$ cat config.mk
export PLATFORM = sky130hd
export DESIGN_NAME = nmos_dff_shreg
export DESIGN_NICKNAME = d
export VERILOG_FILES = /design/src/rtl/nmos_dff_shreg_pkg.sv /design/src/rtl/nmos_dff_stage.sv /design/src/rtl/nmos_dff_shreg.sv
export SDC_FILE = /design/constraint.sdc
export NUM_CORES = 1
export LEC_CHECK = 0
export CORE_AREA = 8 8 45 47
export DETAILED_ROUTE_END_ITERATION = 8
export DIE_AREA = 0 0 53 55
export PLACE_DENSITY_LB_ADDON = 0.25
export RECOVER_POWER = 25
export SYNTH_ARGS = -nofsm -noshare
export SYNTH_HDL_FRONTEND = slang
export SYNTH_SLANG_ARGS = --single-unit
$ cat constraint.sdc
create_clock -name main_clk -period 1.8 [get_ports main_clk]
set_input_delay 0.18 -clock main_clk [delete_from_list [all_inputs] [get_ports main_clk]]
set_output_delay 0.18 -clock main_clk [all_outputs]
set_load 0.02 [all_outputs]
$ cat src/rtl/nmos_dff_shreg_pkg.sv
// Shared constants and helpers for the two-phase master/slave shift register.
// Holds the stage packing helper and the constant clog2 used to size decay counters.
package nmos_dff_shreg_pkg;

   // Lowest bit of stage idx inside a packed WIDTH*DEPTH bus.
   function automatic int stage_lo(input int idx, input int width);
      return idx * width;
   endfunction

   // Ceiling log2, with a floor of 0, evaluated at elaboration.
   function automatic int clog2(input int value);
      int r;
      int v;
      r = 0;
      v = value - 1;
      while (v > 0) begin
         r++;
         v = v >> 1;
      end
      return r;
   endfunction

endpackage

$ cat src/rtl/nmos_dff_stage.sv
// One master/slave pair. C2 writes the master and C1 copies it to the slave.
// An optional counter lets an unrefreshed slave decay to DECAY_VAL.
module nmos_dff_stage
   import nmos_dff_shreg_pkg::*;
#(
   parameter int   WIDTH     = 1,
   parameter int   DECAY_CYC = 0,
   parameter logic DECAY_VAL = 1'b0
) (
   input  logic             main_clk,
   input  logic             R_n,
   input  logic             c1,
   input  logic             c2,
   input  logic             ld,
   input  logic             sh,
   input  logic [WIDTH-1:0] shift_in,
   input  logic [WIDTH-1:0] p,
   output logic [WIDTH-1:0] slave,
   output logic             stale
);

   localparam logic [WIDTH-1:0] DECAY_WORD = {WIDTH{DECAY_VAL}};

   logic [WIDTH-1:0] master;
   logic             decay_hit;

   // Non-blocking updates keep master and slave on pre-edge values when C1 and C2 overlap.
   always_ff @(posedge main_clk or negedge R_n) begin
      if (!R_n) begin
         master <= '0;
         slave  <= '0;
      end else begin
         if (c2) begin
            if (ld)      master <= p;
            else if (sh) master <= shift_in;
            else         master <= slave;
         end
         if (c1)             slave <= master;
         else if (decay_hit) slave <= DECAY_WORD;
      end
   end

   generate
      if (DECAY_CYC > 0) begin : g_decay
         localparam int            CW   = clog2(DECAY_CYC + 1);
         localparam logic [CW-1:0] CMAX = CW'(DECAY_CYC);
         localparam logic [CW-1:0] CHIT = CW'(DECAY_CYC - 1);

         logic [CW-1:0] cnt;
         logic          stale_r;

         // Fires only on the edge where the count steps onto DECAY_CYC, not while saturated.
         assign decay_hit = !c1 && (cnt == CHIT);
         assign stale     = stale_r;

         always_ff @(posedge main_clk or negedge R_n) begin
            if (!R_n) begin
               cnt     <= '0;
               stale_r <= 1'b0;
            end else if (c1) begin
               cnt     <= '0;
               stale_r <= 1'b0;
            end else begin
               if (cnt != CMAX) cnt <= cnt + CW'(1);
               if (decay_hit)   stale_r <= 1'b1;
            end
         end
      end else begin : g_no_decay
         assign decay_hit = 1'b0;
         assign stale     = 1'b0;
      end
   endgenerate

endmodule

$ cat src/rtl/nmos_dff_shreg.sv
// Two-phase (PHI1/PHI2) shift register modelled on main_clk with per-stage decay.
// Stage 0 shifts in D; the last slave drives Q. OVL latches any C1/C2 overlap.
module nmos_dff_shreg
   import nmos_dff_shreg_pkg::*;
#(
   parameter int   WIDTH     = 1,
   parameter int   DEPTH     = 1,
   parameter int   DECAY_CYC = 0,
   parameter logic DECAY_VAL = 1'b0
) (
   input  logic                   main_clk,
   input  logic                   R_n,
   input  logic                   C1,
   input  logic                   C2,
   input  logic                   SH,
   input  logic                   LD,
   input  logic [WIDTH-1:0]       D,
   input  logic [WIDTH*DEPTH-1:0] P,
   output logic [WIDTH-1:0]       Q,
   output logic [WIDTH-1:0]       Q_n,
   output logic [WIDTH*DEPTH-1:0] PQ,
   output logic [DEPTH-1:0]       STALE,
   output logic                   OVL
);

   genvar i;
   generate
      for (i = 0; i < DEPTH; i++) begin : g_stage
         localparam int LO = stage_lo(i, WIDTH);
         logic [WIDTH-1:0] shift_in;

         if (i == 0) begin : g_head
            assign shift_in = D;
         end else begin : g_link
            assign shift_in = PQ[stage_lo(i - 1, WIDTH) +: WIDTH];
         end

         nmos_dff_stage #(
            .WIDTH     (WIDTH),
            .DECAY_CYC (DECAY_CYC),
            .DECAY_VAL (DECAY_VAL)
         ) u_stage (
            .main_clk (main_clk),
            .R_n      (R_n),
            .c1       (C1),
            .c2       (C2),
            .ld       (LD),
            .sh       (SH),
            .shift_in (shift_in),
            .p        (P[LO +: WIDTH]),
            .slave    (PQ[LO +: WIDTH]),
            .stale    (STALE[i])
         );
      end
   endgenerate

   assign Q   = PQ[stage_lo(DEPTH - 1, WIDTH) +: WIDTH];
   assign Q_n = ~Q;

   always_ff @(posedge main_clk or negedge R_n) begin
      if (!R_n)          OVL <= 1'b0;
      else if (C1 && C2) OVL <= 1'b1;
   end

endmodule

==> flow_summary.ini <==
[critical_path]
worstPathRequired_ps = 1620
critPathLaunchType = flip-flop
end_kind = output pin
cp_slowest_cell = clkdlybuf4s50_1
cp.arrival_ps = 1310
critPathMaxStageDelay_ps = 600
path_buf_inv = 2
cp_max_fo = 4
crit_type = flip-flop to output pin
cpLargestDelayFamily = buffers and inverters
path_cells = inv_1 -> clkdlybuf4s50_1

[power]
p_per_area_nw_per_um2 = 884
intPower_uw = 191
combPwrFrac_pct = 23.9
p_seq_share_pct = 30.2
ir_worst_vdd_v = 0.000211
p_clk_share_pct = 45.8
p_leak_uw = 0.000118
switchingPower_uw = 66.4
swShare_pct = 25.8

[clocking]
clock_sinks = 3
cts_max_path_buffers = 2
cts_resized = 0
cts_max_level = 1
cts_setup_buffers = 0
clkTransAtPathRegs_ps = 40
numCtsBuffers = 3
cts-hold-fix-buffers = 0
cts_tree = done
clock_latency_ps = 230
cts_root_buffer = clkbuf_4

[timing]
fin_crit_ps = 1490
finalSetupViolations = 0
fin_skew_ps = 0.00533
fmax_mhz = 671
rsz0062_at_grt = no
fin_setup_tns_ps = 0
slew_violations = 0
holdWs_ps = 203
hold_viol_final = 0
min_period_over_period_pct = 82.8

[hold_path]
hold_class = primary input to async pin

[yosys]
ys_seq_area_share_pct = 50.0
synth_area_um2 = 150
ys_ff_latch = 3
synthCells = 15
synth.avg_cell_area_um2 = 10.0
yosys_warnings = 0
ys_types = 12
syn_nets = 23

[layout]
syn_to_final_growth_pct = 94.2
n_antenna_cell = 0
multi_input_area_um2 = 56.3
fillers = 163
drive_gt1_share_pct = 10.7
fin_util_pct = 21.1
nets = 37
register_area_um2 = 75.1
final_area_um2 = 292

[grt]
grt_pass1_vias = 154
grt_pass1_wl_um = 607
grt_usage_pct = 3.34
grt_max_degree = 5
overflow = 0
antenna_found_initial = 0

[routing]
detail-route-antenna-nets = 0
drc = 0
vias_per_cell = 3.27
drtIter0Drc = 1
wl_per_cell_um = 9.95
num_vias = 144
drt_wl_total_um = 438
drt_first_pass_iters = 2

[place]
io_buffers = 11
placed_area_um2 = 265
gp_congestion = 0.693

[die]
dieWidth_um = 53
die_h_um = 55
num_rows = 14
die-area_um2 = 2920
initial_core_util_pct = 10.8
ios = 13
core_area_um2 = 1380

[run]
cap_viol_max_count = 0

[outcome]
status = complete, no violations
layout make-up:
type	count	share of cell area [%]
Timing Repair Buffer	11	37.8
Sequential cell	3	25.8
Multi-Input combinational cell	9	19.3
Clock buffer	4	9.01
Tap cell	16	6.87
Inverter	1	1.29
state kept, by name, summed over array words and instances (netlist names):
name,count
g_stage.u_stage.slave,1
g_stage.u_stage.master,1
OVL,1
cell usage after synthesis (all sizes together):
| cell type | count | area share, % |
|---|---|---|
| mux2i | 1 | 6.7 |
| dfrtp | 3 | 50 |
| a21o | 1 | 5.0 |
| o211ai | 1 | 5.0 |
| conb | 1 | 2.5 |
| or2b | 1 | 5.0 |
| o21ai | 1 | 3.3 |
| inv | 1 | 2.5 |
| nand3 | 1 | 3.3 |
| nand2b | 1 | 4.2 |
| nand2 | 1 | 2.5 |
| buf | 2 | 10 |
worst register-to-register path, stage by stage, from the launching register on:
cell	delay (ps)
dfrtp_1	390
mux2i_1	130
o211ai_1	120
cells in the final DEF, fill, tap and decap left out:
cell,Yosys,final
a21o_1,1,1
clkbuf_1,0,1
clkbuf_4,0,3
clkdlybuf4s50_1,0,10
conb_1,1,1
dfrtp_1,3,3
dlygate4sd3_1,0,1
inv_1,1,1
mux2i_1,1,1
nand2_1,1,1
nand2b_1,1,1
nand3_1,1,1
o211ai_1,1,1
o21ai_0,1,1
or2b_1,1,1
kinds of logic (layout without fill, tap and decap cells):
group	count (synthesis)	in the layout	synth area share [%]
multiplexers	1	1	6.67
other	1	1	2.50
AND/OR/NAND/NOR	4	4	15.0
buffers and inverters	3	16	12.5
AO/OA/AOI/OAI	3	3	13.3
flip-flops	3	3	50.0
power groups by stage:
stage / logic (µW) / clock network, µW / registers, µW
2_1_floorplan: 26.1 / 0 / 82.2
3_3_place_gp: 63.5 / 0 / 78.3
3_5_place_dp: 63.0 / 0 / 78.9
4_1_cts: 63.1 / 126 / 78.1
5_1_grt: 65.3 / 135 / 78.6
6_report: 61.7 / 118 / 77.9
per-stage QoR:
step	setup WS, ps	instances	power (µW)
2_1_floorplan	920	15	108
3_5_place_dp	540	40	142
6_report	310	44	258
4_1_cts	286	44	267
3_3_place_gp	548	40	142
5_1_grt	246	44	279
routing by layer:
metal / part of all wire [%] / GRT usage, % / wire length (µm) / up-vias
li1: - / - / - / 72
met1: 46 / 2.75 / 200 / 61
met2: 33 / 3.71 / 143 / 11
met3: 21 / 4.01 / 94 / 0
met4: 0 / 3.88 / 0 / 0
met5: 0 / 0 / 0 / -
path summary, 6_finish.rpt:
kind | from | endpoint | slack [ps] | depth (start not counted)
max | g_stage[0].u_stage.slave | Q_n | 310 | 2
min | R_n | OVL | 200 | 1
max reg2reg | g_stage[0].u_stage.slave | g_stage[0].u_stage.master | 1030 | 2
min reg2reg | OVL | OVL | 470 | 1
max in group asynchronous | R_n | g_stage[0].u_stage.master | 1450 | 1
min in group main_clk | OVL | OVL | 470 | 1
(Power assumes the default switching activity.)
